`src/rtl/pipe_pkg.sv`:
```
// Shared pipeline types for the 16-bit core: instruction/PC widths, NOP
// encoding and the {instr, nextPc} word that travels from fetch to decode.
package pipe_pkg;

  localparam int INSTR_W = 16;
  localparam int PC_W    = 16;

  localparam logic [INSTR_W-1:0] NOP_INSTR = 16'h0800;

  typedef struct packed {
    logic [INSTR_W-1:0] instr;
    logic [PC_W-1:0]    nextPc;
  } ifid_word_t;

  localparam ifid_word_t RESET_WORD = '{instr: NOP_INSTR, nextPc: 16'h0000};

  // Decode must never see stale slot data as an instruction, so an invalid
  // head is replaced by the architectural NOP with a zero next-PC.
  function automatic ifid_word_t word_or_nop(input logic valid, input ifid_word_t w);
    if (valid) begin
      return w;
    end else begin
      return RESET_WORD;
    end
  endfunction

endpackage

```
`src/rtl/if_id_buffer_if.sv`:
```
// Fetch-side and decode-side handshake bundle of the IF/ID buffer.
// The buffer uses the slave modport; its driver (fetch/decode/bench) uses master.
interface if_id_buffer_if;
  import pipe_pkg::*;

  logic               flush;
  logic               in_valid;
  logic [INSTR_W-1:0] in_instr;
  logic [PC_W-1:0]    in_nextPc;
  logic               in_ready;
  logic               out_valid;
  logic [INSTR_W-1:0] out_instr;
  logic [PC_W-1:0]    out_nextPc;
  logic               out_ready;
  logic [1:0]         count;

  modport slave (
    input  flush,
    input  in_valid,
    input  in_instr,
    input  in_nextPc,
    output in_ready,
    output out_valid,
    output out_instr,
    output out_nextPc,
    input  out_ready,
    output count
  );

  modport master (
    output flush,
    output in_valid,
    output in_instr,
    output in_nextPc,
    input  in_ready,
    input  out_valid,
    input  out_instr,
    input  out_nextPc,
    output out_ready,
    input  count
  );

endinterface

```
`src/rtl/ifid_slot.sv`:
```
// One 32-bit {instr, nextPc} storage slot with write enable, reset to a NOP
// word so an uninitialised slot can never leak a real-looking instruction.
module ifid_slot
  import pipe_pkg::*;
(
  input  logic       clk,
  input  logic       rst,
  input  logic       we_i,
  input  ifid_word_t d_i,
  output ifid_word_t q_o
);

  ifid_word_t word_q;

  // Slot storage register; contents survive pops and flushes.
  always_ff @(posedge clk or negedge rst) begin
    if (!rst) begin
      word_q <= RESET_WORD;
    end else if (we_i) begin
      word_q <= d_i;
    end
  end

  assign q_o = word_q;

endmodule

```
`src/rtl/if_id_buffer.sv`:
```
// IF/ID decoupling buffer: circular buffer of {instr, nextPc} words with
// valid/ready on both sides and flush-to-NOP. IFID_SKID_EN selects the
// two-entry skid buffer; without it a single pipeline register is built.
module if_id_buffer
  import pipe_pkg::*;
#(
  parameter int DEPTH = 2
) (
  input  logic           clk,
  input  logic           rst,
  if_id_buffer_if.slave  bus
);

`ifdef IFID_SKID_EN
  localparam int DEPTH_EFF = DEPTH;
`else
  // Plain pipeline register: always a single entry whatever DEPTH says.
  localparam int DEPTH_EFF = (DEPTH > 0) ? 1 : 1;
`endif

  localparam int               PTR_W     = (DEPTH_EFF > 1) ? $clog2(DEPTH_EFF) : 1;
  localparam logic [1:0]       DEPTH_CNT = 2'(DEPTH_EFF);
  localparam logic [PTR_W-1:0] LAST_PTR  = PTR_W'(DEPTH_EFF - 1);

  logic [1:0]       count_q, count_d;
  logic [PTR_W-1:0] wptr_q, wptr_d;
  logic [PTR_W-1:0] rptr_q, rptr_d;

  logic             push_s;
  logic             pop_s;
  logic             in_ready_s;
  logic             out_valid_s;
  ifid_word_t       wr_word_s;
  ifid_word_t       head_s;
  logic [$bits(ifid_word_t)-1:0] head_bits_s;
  ifid_word_t       slot_s [DEPTH_EFF];

  function automatic logic [PTR_W-1:0] ptr_inc(input logic [PTR_W-1:0] p);
    if (p == LAST_PTR) begin
      return '0;
    end else begin
      return p + PTR_W'(1);
    end
  endfunction

  assign out_valid_s = (count_q != 2'd0);

`ifdef IFID_SKID_EN
  // Registered-only ready: no combinational path from out_ready.
  assign in_ready_s = (count_q < DEPTH_CNT);
`else
  assign in_ready_s = (count_q == 2'd0) | bus.out_ready;
`endif

  // Flush wins: neither the offered word nor the head is taken that cycle.
  assign push_s = bus.in_valid & in_ready_s & ~bus.flush;
  assign pop_s  = out_valid_s & bus.out_ready & ~bus.flush;

  assign wr_word_s = '{instr: bus.in_instr, nextPc: bus.in_nextPc};

  // Pointer and occupancy next-state.
  always_comb begin
    count_d = count_q;
    wptr_d  = wptr_q;
    rptr_d  = rptr_q;
    if (bus.flush) begin
      count_d = 2'd0;
      wptr_d  = rptr_q;
    end else begin
      if (push_s) begin
        wptr_d = ptr_inc(wptr_q);
      end else begin
        wptr_d = wptr_q;
      end
      if (pop_s) begin
        rptr_d = ptr_inc(rptr_q);
      end else begin
        rptr_d = rptr_q;
      end
      case ({push_s, pop_s})
        2'b10:   count_d = count_q + 2'd1;
        2'b01:   count_d = count_q - 2'd1;
        default: count_d = count_q;
      endcase
    end
  end

  // Pointer and occupancy state registers.
  always_ff @(posedge clk or negedge rst) begin
    if (!rst) begin
      count_q <= 2'd0;
      wptr_q  <= '0;
      rptr_q  <= '0;
    end else begin
      count_q <= count_d;
      wptr_q  <= wptr_d;
      rptr_q  <= rptr_d;
    end
  end

  for (genvar i = 0; i < DEPTH_EFF; i++) begin : g_slot
    ifid_slot u_slot (
      .clk  (clk),
      .rst  (rst),
      .we_i (push_s && (wptr_q == PTR_W'(i))),
      .d_i  (wr_word_s),
      .q_o  (slot_s[i])
    );
  end

  // Head select as an AND-OR mux over the slots keyed by the read pointer.
  always_comb begin
    head_bits_s = '0;
    for (int i = 0; i < DEPTH_EFF; i++) begin
      head_bits_s = head_bits_s |
                    (slot_s[i] & {$bits(ifid_word_t){rptr_q == PTR_W'(i)}});
    end
  end

  assign head_s = ifid_word_t'(head_bits_s);

  assign bus.in_ready   = in_ready_s;
  assign bus.out_valid  = out_valid_s;
  assign bus.out_instr  = word_or_nop(out_valid_s, head_s).instr;
  assign bus.out_nextPc = word_or_nop(out_valid_s, head_s).nextPc;
  assign bus.count      = count_q;

endmodule

```
`src/flat_wrapper.sv`:
```
// flat-port wrapper written by rule: the top's interface ports become plain ports
module if_id_buffer_flat import pipe_pkg::*;
#(
  parameter int DEPTH = 2
)
  (clk, rst, bus_flush, bus_in_valid, bus_in_instr, bus_in_nextPc, bus_in_ready, bus_out_valid, bus_out_instr, bus_out_nextPc, bus_out_ready, bus_count);
  if_id_buffer_if bus_i ();
  input  logic clk;
  input  logic rst;
  input wire logic [$bits(bus_i.flush)-1:0] bus_flush;
  input wire logic [$bits(bus_i.in_valid)-1:0] bus_in_valid;
  input wire logic [$bits(bus_i.in_instr)-1:0] bus_in_instr;
  input wire logic [$bits(bus_i.in_nextPc)-1:0] bus_in_nextPc;
  output wire logic [$bits(bus_i.in_ready)-1:0] bus_in_ready;
  output wire logic [$bits(bus_i.out_valid)-1:0] bus_out_valid;
  output wire logic [$bits(bus_i.out_instr)-1:0] bus_out_instr;
  output wire logic [$bits(bus_i.out_nextPc)-1:0] bus_out_nextPc;
  input wire logic [$bits(bus_i.out_ready)-1:0] bus_out_ready;
  output wire logic [$bits(bus_i.count)-1:0] bus_count;
  assign bus_i.flush = bus_flush;
  assign bus_i.in_valid = bus_in_valid;
  assign bus_i.in_instr = bus_in_instr;
  assign bus_i.in_nextPc = bus_in_nextPc;
  assign bus_in_ready = bus_i.in_ready;
  assign bus_out_valid = bus_i.out_valid;
  assign bus_out_instr = bus_i.out_instr;
  assign bus_out_nextPc = bus_i.out_nextPc;
  assign bus_i.out_ready = bus_out_ready;
  assign bus_count = bus_i.count;
  if_id_buffer #(.DEPTH(DEPTH)) u_core (.clk(clk), .rst(rst), .bus(bus_i));
endmodule
```
`config.mk`:
```
export PLATFORM = sky130hd
export DESIGN_NAME = if_id_buffer_flat
export DESIGN_NICKNAME = d
export VERILOG_FILES = /design/src/rtl/pipe_pkg.sv /design/src/rtl/if_id_buffer_if.sv /design/src/rtl/ifid_slot.sv /design/src/rtl/if_id_buffer.sv /design/src/flat_wrapper.sv
export SDC_FILE = /design/constraint.sdc
export NUM_CORES = 1
export LEC_CHECK = 0
export CORE_ASPECT_RATIO = 0.6
export CORE_MARGIN = 2
export CORE_UTILIZATION = 34
export DETAILED_ROUTE_END_ITERATION = 7
export PLACE_DENSITY = 0.69
export SETUP_SLACK_MARGIN = 0.2
export SLEW_MARGIN = 0
export SYNTH_ARGS = -nofsm -noshare
export SYNTH_HDL_FRONTEND = slang
export SYNTH_SLANG_ARGS = --single-unit
```
`constraint.sdc`:
```
create_clock -name clk -period 1.2 [get_ports clk]
set_input_delay 0.3 -clock clk [delete_from_list [all_inputs] [get_ports clk]]
set_output_delay 0.3 -clock clk [all_outputs]
set_load 0.01 [all_outputs]
```
======== After elaboration in Yosys (flattened, before gate mapping) ========
Index checks and enable logic that the tools add are counted.
word-level totals
  register bits after elaboration ......... 36
  input bits .............................. 37
  word-level logic and storage cells ...... 33
operators by class
  $add $sub $neg .......................... 4
  equal/unequal tests ..................... 2
  multiplexer cells ....................... 7
  bitwise gates (word level) .............. 9
  reductions and logical operators ........ 6
operator list
  kind                                               number
  bitwise AND 32 bit                                 1
  two-way mux 32 bit                                 1
  bitwise AND 1 bit                                  4
  two-way mux 1 bit                                  4
  case mux 2 bit (2 select lines)                    1
  nonzero test 2 bit                                 2
  inverter 1 bit                                     3
  nonzero test 3 bit                                 1
  adder 1 bit (second input constant)                2
  adder 2 x 1 -> 2 bit (second input constant)       1
  == test 2 x 1 -> 1 bit (second input constant)     1
  == test 2 bit (second input constant)              1
  logical NOT 2 bit                                  1
  two-way mux 2 bit                                  1
  AND reduction 2 bit                                1
  subtractor 2 x 1 -> 2 bit (second input constant)  1
  logical AND 1 bit                                  1
  OR 1 bit                                           1

======== Longest topological paths before layout ========
Gate-level depths: netlist of the first run.
  depth after elaboration ................. 7
  mapped depth ............................ 4
  mapped depth without buffers ............ 3

======== Modules after synthesis ========
From an unflattened synthesis of the first run, not the netlist that was laid out.
second synthesis, totals
  cells, all modules ...................... 116
  area total of the unflattened synthesis .. 1686.6 sq um
modules (own cells, without submodules)
  module        instances  cells an instance  area each (sq um)
  ifid_slot     1          68                 1346.3
  if_id_buffer  1          48                 340.3

======== Worst setup path before layout of the first run ========
OpenSTA, ideal clock, no wires.
  kind .................................... register -> output
  start ................................... register u_core.count_q[0], in the netlist u_core.bus.count[0]
  end ..................................... output bus_out_instr[12]
  arrival ................................. 1.121 ns
  path slack .............................. -0.221 ns
  cell stages (with the launch flop) ...... 5
  path through ............................ dfrtp_1 nor2_2 inv_1 clkbuf_1 and2_1
on the way
  word-level cells in the longest chain between the ends .. 2
RTL lines
  item                    line                source
  from (decl)             if_id_buffer.sv:25  logic [1:0] count_q, count_d;
  from (signal assigned)  if_id_buffer.sv:95  count_q <= count_d;
  nonzero test 2 bit      if_id_buffer.sv:46  assign out_valid_s = (count_q != 2'd0);
  via bus_out_valid       flat_wrapper.sv:15  output wire logic [$bits(bus_i.out_valid)-1:0] bus_out_valid;
  two-way mux 32 bit      n/a
  to (decl)               flat_wrapper.sv:16  output wire logic [$bits(bus_i.out_instr)-1:0] bus_out_instr;
The timed path passes the listed nets, and every way through them passes these cells.

======== Worst setup path in the final report of the first run ========
  start ................................... register u_core.count_q[1], in the netlist u_core.bus.count[1]
  end ..................................... output bus_in_ready
on the way
  word-level cells in the longest chain between the ends .. 2
RTL lines
  item               line                source
  logical NOT 2 bit  if_id_buffer.sv:52  assign in_ready_s = (count_q == 2'd0) | bus.out_ready;
  OR 1 bit           if_id_buffer.sv:52
  to (decl)          flat_wrapper.sv:14  output wire logic [$bits(bus_i.in_ready)-1:0] bus_in_ready;
No other way between the ends.

==> key figures, run 1 <==
STA
  – Hold Fails Final Rpt: 0
  – Unrepaired setup endpoints after global routing: yes
  – Max Clock Freq: 575 MHz
  – Worst Max-Slew Pin Slew: 0.224 ns
  – Setup Viol. Count Final: 68
  – Tcrit/Tclk final: 1.45
  – Max_slew headroom: 0.850
  – Max Slew Vio Count: 0
  – Minimum clock period: 1.74 ns
  – Final worst-path setup slack: -0.538 ns
  – Clock Skews: 0.00477 ns

Die
  – DIE WIDTH: 94.8 µm
  – # IOs: 73
  – Die Ht: 58.5 µm
  – Row cnt: 19
  – Core Area: 4660 µm²
  – Full die area: 5540 µm²
  – Initial core utilization: 0.361

Global route
  – GRT met1 Usage: 0.258
  – Total GRT Usage: 0.177
  – Grt ovf: 0
  – Top Usage Layer GRT: met2
  – M2 GR Usage: 0.272
  – Number of global-route vias before repair: 1,387
  – Initial antenna violation count: 0
  – First-pass GRT wire length: 7310 µm
  – M3 GR Usage: 0.0512
  – Largest net degree at the start of global routing: 35

Synth
  – Distinct cells, synth: 18
  – Post-Synthesis Cells: 116
  – Top cell type's share of synthesized area: 0.491
  – YS warnings: 0
  – Synth area leaders: dfrtp_1 (49%), mux2_4 (27%), and2_1 (12%)
  – Post-Syn Area: 1680 µm²
  – Seq/Total Area, Yosys: 0.507
  – Cell taking the most area after synthesis: dfrtp_1
  – FF+latch count, synth: 34
  – Syn_nets: 153
  – Synthesized area per cell: 14.5 µm²

Layout
  – Area Growth Syn to Fin: 82.4%
  – Share of cells above drive strength 1: 0.653
  – Commonest non-fill, non-tap cell in the layout: buf_6
  – Antenna cells: 0
  – Commonest cells after routing, fill and taps aside: buf_6 (49), clkdlybuf4s50_1 (36), mux2_4 (32)
  – Nets: 256
  – Final non-filler cell total: 282

Clocking
  – TritonCTS clock tree: yes
  – Clk slew on worst S/H paths: 0.07 ns
  – Cts bufs inserted: 5
  – H-tree Lvls: 2
  – Clock Path Buffers: 2
  – Clock Root Buffer: clkbuf_8
  – Clk Latency, worst-skew pair: 0.27 ns
  – Clock sink total: 34

Critical path
  – Type of element capturing the critical path: output port
  – RR Startpoint: u_core.bus.count[0]$_DFFE_PN0P_
  – Flop-to-flop setup slack: -0.52 ns
  – Crit Path Max Fanout: 7
  – Setup crit start kind: flop
  – FF-to-FF End: u_core.g_slot[0].u_slot.q_o[12]$_DFFE_PN0P_
  – Cells on worst reg2reg path: 8
  – Data arrival time of the critical path: 1.44 ns
  – Crit path required time: 0.90 ns
  – Critical path class: flop to output port

Place
  – Worst slack at placement: -0.734 ns
  – Routability cong.: 0.712
  – Placed insts: 256
  – IO Port Bufs: 72
  – Detail Placement HPWL: 2840 µm

Detailed routing
  – DRC viols: 0
  – Iteration-0 DRC Markers: 20
  – Drt via density: 4.46
  – Final WL: 4550 µm
  – WL/cell: 16.1 µm
  – Vias: 1,258
  – ANT nets after route: 0
  – Number of iterations in the first detailed-routing pass: 4

Min path
  – Hold crit path type: input port to asynchronous set/reset pin

Pwr
  – Leakage power: 1.49 nW
  – Pwr dens: 1120 nW/µm²
  – Max VDD drop: 0.481 mV

Outcome
  – Outcome: complete, but fails checks
  – Violations in the final reports: negative setup slack

Job
  – Max-cap viol count: 0
[metrics by stage]
stage | instance area [µm²] | power [mW] | util | TNS [ns] | hold slack (ns)
after floorplan | 1800 | 2.01 | - | -6.39 | 0.00441
after global placement | 2610 | 2.40 | 0.560 | -39.44 | 0.493
after detailed placement | 2610 | 2.43 | 0.560 | -41.58 | 0.496
after CTS | 3000 | 3.42 | 0.644 | -32.04 | 0.409
after global routing | 3070 | 3.61 | 0.658 | -36.37 | 0.426
final | 3070 | 3.43 | 0.658 | -32.68 | 0.409
[cell families (layout without fill, tap and decap cells)]
family | after synthesis | count (layout) | share of synthesized area
muxes | 32 | 32 | 0.281
buffers and inverters | 8 | 111 | 0.0469
DFF | 34 | 34 | 0.507
AOI/OAI and AO/OA | 3 | 3 | 0.0164
and+or+nand+nor | 39 | 39 | 0.149
[synthesized netlist by cell type]
cell and instances:
a31oi_1 1, and2_1 31, buf_12 3, clkbuf_1 3, dfrtp_1 33, dfstp_2 1, inv_1 2, mux2_2 2
mux2_4 30, nand2_1 1, nand2b_1 2, nor2_2 1, nor2b_4 1, nor3_1 1, nor3b_1 1, o21ai_0 1
o21ai_4 1, or2b_1 1
[power breakdown]
group | internal, mW | total [mW] | switching, mW
clock | 0.455 | 0.827 | 0.372
combinational | 0.797 | 1.14 | 0.342
sequential | 1.34 | 1.47 | 0.123
total | 2.60 | 3.43 | 0.837
[sequential cells by signal (all words and copies together) (netlist names)]
register	cells
u_core.bus.count	2
u_core.g_slot.u_slot.q_o	32
[what timing repair did]
| item | in CTS | in global routing |
|---|---|---|
| pin swaps | 3 | 1 |
| setup endpoints to repair | 70 | 70 |
| endpoints found under the hold margin | 0 | 0 |
| hold buffers | 0 | 0 |
| setup buffers | 12 | 3 |
| cloned | 3 | 1 |
| resized for setup | 204 | 6 |
[critical path: stages (launching register included)]
cell and delay, ns:
dfrtp_2 0.43, nor2_4 0.19, inv_6 0.05, buf_8 0.14
buf_6 0.11, buf_6 0.10, nand2b_4 0.05, buf_6 0.09
[per-layer routing]
metal	vias up	share of wire
met5	-	0
met1	610	0.50
met3	0	0.077
met4	0	0
li1	592	-
met2	56	0.42
[worst max path at each step]
stage | start | to | slack (ns)
2_1_floorplan | u_core.bus.count[1]$_DFFE_PN0P_ | u_core.g_slot[0].u_slot.q_o[0]$_DFFE_PN0P_ | -0.14
3_3_place_gp | u_core.bus.count[1]$_DFFE_PN0P_ | bus_out_instr[7] | -0.70
3_5_place_dp | u_core.bus.count[1]$_DFFE_PN0P_ | bus_out_instr[15] | -0.73
4_1_cts | u_core.bus.count[0]$_DFFE_PN0P_ | bus_in_ready | -0.54
5_1_grt | u_core.bus.count[1]$_DFFE_PN0P_ | bus_in_ready | -0.60
6_report | u_core.bus.count[1]$_DFFE_PN0P_ | bus_in_ready | -0.54
[area by class of cell]
type                       instances  area, µm²
clock buffer                       7       86.3
multi-input combinational         74        860
inverter                           2       20.0
tap                               63       78.8
timing repair inverter             1       8.76
timing repair buffer             101       1160
fill                             358       1590
sequential                        34        855
(Power assumes the default switching activity.)
==> run 2, diff against run 1 <==
--- a/config.mk
+++ b/config.mk
@@ -9,7 +9,8 @@
 export CORE_MARGIN = 2
 export CORE_UTILIZATION = 34
 export DETAILED_ROUTE_END_ITERATION = 7
-export PLACE_DENSITY = 0.69
+export GPL_ROUTABILITY_DRIVEN = 1
+export PLACE_DENSITY = 0.73
 export SETUP_SLACK_MARGIN = 0.2
 export SLEW_MARGIN = 0
 export SYNTH_ARGS = -nofsm -noshare
==> run 2 against run 1 <==
Effect of this change: the flow finishes with violations (negative hold slack, negative setup slack); non-clock buffer count down 5; combinational power fell by 11%; utilization is 4.6 points lower; largest cell class unchanged.
==> key figures, run 2 (same netlist as run 1, synthesis figures left out) <==
Outcome
  – Outcome: complete, but fails checks
  – Violations in the final reports: negative hold slack, negative setup slack

Layout
  – Filler instances: 368
  – Share of cells above drive strength 1: 0.653
  – Area Growth Syn to Fin: 69.7%
  – Post-route cell area: 2850 µm²
  – Nets: 252
  – Commonest non-fill, non-tap cell in the layout: clkdlybuf4s50_1
  – Commonest cells after routing, fill and taps aside: clkdlybuf4s50_1 (35), mux2_4 (32), dfrtp_1 (31)
  – Max reg flops: 32
  – Antenna cells: 0

Clocking
  – Clock sink total: 34
  – Clk slew on worst S/H paths: 0.07 ns
  – Clock Path Buffers: 2
  – Clk Latency, worst-skew pair: 0.27 ns
  – TritonCTS clock tree: yes
  – Cts bufs inserted: 5
  – H-tree Lvls: 2
  – Clock Root Buffer: clkbuf_8

Detailed routing
  – Number of iterations in the first detailed-routing pass: 4
  – Drt via density: 4.38
  – WL/cell: 16.1 µm
  – DRC viols: 0
  – Vias: 1,221
  – Iteration-0 DRC Markers: 15
  – ANT nets after route: 0
  – Final WL: 4500 µm

Job
  – Max-cap viol count: 0

Place
  – Worst slack at placement: -0.723 ns
  – IO Port Bufs: 72
  – Routability cong.: 0.688
  – Detail Placement HPWL: 2890 µm
  – Post-DP Area: 2630 µm²

Die
  – Full die area: 5540 µm²
  – Die Ht: 58.5 µm
  – # IOs: 73
  – Core Area: 4660 µm²
  – Row cnt: 19
  – DIE WIDTH: 94.8 µm
  – Initial core utilization: 0.361

Critical path
  – FF-to-FF End: u_core.g_slot[0].u_slot.q_o[26]$_DFFE_PN0P_
  – Bufs and invs on worst path: 4
  – Setup crit start kind: flop
  – Critical path class: flop to output port
  – Crit Path Max Fanout: 17
  – Flop-to-flop setup slack: -0.39 ns
  – CP Cell Sequence: nor2_4 > buf_12 > inv_12 > buf_4 > nand2b_4 > buf_6
  – Worst path slowest cell: dfrtp_2
  – Crit path required time: 0.90 ns
  – Type of element capturing the critical path: output port
  – Cells on worst reg2reg path: 7
  – Largest stage delay on the critical path: 0.42 ns
  – Data arrival time of the critical path: 1.31 ns
  – Top cell family by delay on the critical path: buffers and inverters
  – RR Startpoint: u_core.bus.count[1]$_DFFE_PN0P_

STA
  – Max_slew headroom: 0.750
  – Unrepaired setup endpoints after global routing: yes
  – Minimum clock period: 1.61 ns
  – Max Clock Freq: 621 MHz
  – Tcrit/Tclk final: 1.34
  – Setup Viol. Count Final: 69
  – Final Hold Slack: -0.0682 ns
  – Worst Max-Slew Pin Slew: 0.375 ns
  – Max Slew Vio Count: 0
  – Final worst-path setup slack: -0.410 ns
  – Clock Skews: 0.00368 ns
  – Hold Fails Final Rpt: 14

Global route
  – Grt ovf: 0
  – Total GRT Usage: 0.162
  – Largest net degree at the start of global routing: 18
  – Initial antenna violation count: 0
  – Number of global-route vias before repair: 1,309
  – First-pass GRT wire length: 6760 µm

Min path
  – Hold crit path type: input port to asynchronous set/reset pin

Pwr
  – Total power: 3.34 mW
  – Leakage power: 1.43 nW
  – Pwr dens: 1170 nW/µm²
  – Max VDD drop: 0.597 mV
[run 2: cell count changes in the layout (fill, tap and decap cells not counted), moves of 2 or more]
| cell | change |
|---|---|
| buf_6 | -26 |
| buf_2 | +19 |
| buf_4 | +7 |
| buf_12 | -2 |
[run 2: timing repair]
item / 4_1_cts / 5_1_grt
resized for setup: 174 / 4
cloned: 3 / 2
endpoints found under the hold margin: 14 / 14
pin swaps: 2 / 0
setup buffers: 5 / 2
setup endpoints to repair: 70 / 70
[run 2: worst reg2reg max path, cell delays in order (launching register included)]
cell,delay [ns]
dfrtp_2,0.39
nor2_4,0.04
buf_12,0.14
buf_4,0.14
o21ai_4,0.17
buf_6,0.15
clkbuf_16,0.15
mux2_4,0.30
[run 2: worst max path at each step]
stage | startpoint | to | slack, ns | cells after the start
after floorplan | u_core.bus.count[1]$_DFFE_PN0P_ | u_core.g_slot[0].u_slot.q_o[0]$_DFFE_PN0P_ | -0.14 | 4
after global placement | u_core.bus.count[1]$_DFFE_PN0P_ | bus_out_nextPc[0] | -0.69 | 4
after detailed placement | u_core.bus.count[1]$_DFFE_PN0P_ | bus_out_nextPc[11] | -0.72 | 4
after CTS | u_core.bus.count[0]$_DFFE_PN0P_ | bus_in_ready | -0.41 | 6
after global routing | u_core.bus.count[0]$_DFFE_PN0P_ | bus_in_ready | -0.47 | 6
final | u_core.bus.count[0]$_DFFE_PN0P_ | bus_in_ready | -0.41 | 6
[run 2: final cells by class]
cell class,instances,area (µm²),area share
multi-input combinational,74,857,0.300
clock buffer,7,86.3,0.0302
inverter,2,20.0,0.00701
sequential,34,855,0.299
timing repair buffer,96,937,0.328
tap,63,78.8,0.0276
timing repair inverter,2,15.0,0.00526
clock inverter,1,5.00,0.00175
[run 2: through the flow]
stage                     instances  setup TNS (ns)  utilization
after floorplan                 116           -6.39            -
after global placement          259          -39.34        0.563
after detailed placement        259          -41.42        0.563
after CTS                       275          -24.13        0.595
after global routing            279          -28.24        0.613
final                           279          -25.20        0.613
[run 2: metal layers]
| layer | wire length [µm] | up-vias | track usage |
|---|---|---|---|
| met3 | 324 | 0 | 0.0525 |
| met5 | 0 | - | 0 |
| li1 | - | 581 | - |
| met4 | 0 | 0 | 0.0124 |
| met1 | 2290 | 589 | 0.243 |
| met2 | 1890 | 51 | 0.238 |
[run 2: power breakdown]
group	switching [mW]	total [mW]	internal [mW]
Clock	0.387	0.850	0.463
Combinational	0.320	1.02	0.704
Sequential	0.119	1.46	1.34
==> run 3, diff against run 2 <==
--- a/config.mk
+++ b/config.mk
@@ -9,7 +9,7 @@
 export CORE_MARGIN = 2
 export CORE_UTILIZATION = 34
 export DETAILED_ROUTE_END_ITERATION = 7
-export GPL_ROUTABILITY_DRIVEN = 1
+export GPL_ROUTABILITY_DRIVEN = 0
 export PLACE_DENSITY = 0.73
 export SETUP_SLACK_MARGIN = 0.2
 export SLEW_MARGIN = 0
==> results of run 3 <==
No change in the layout: final DEF, timing and power equal those of run 2.
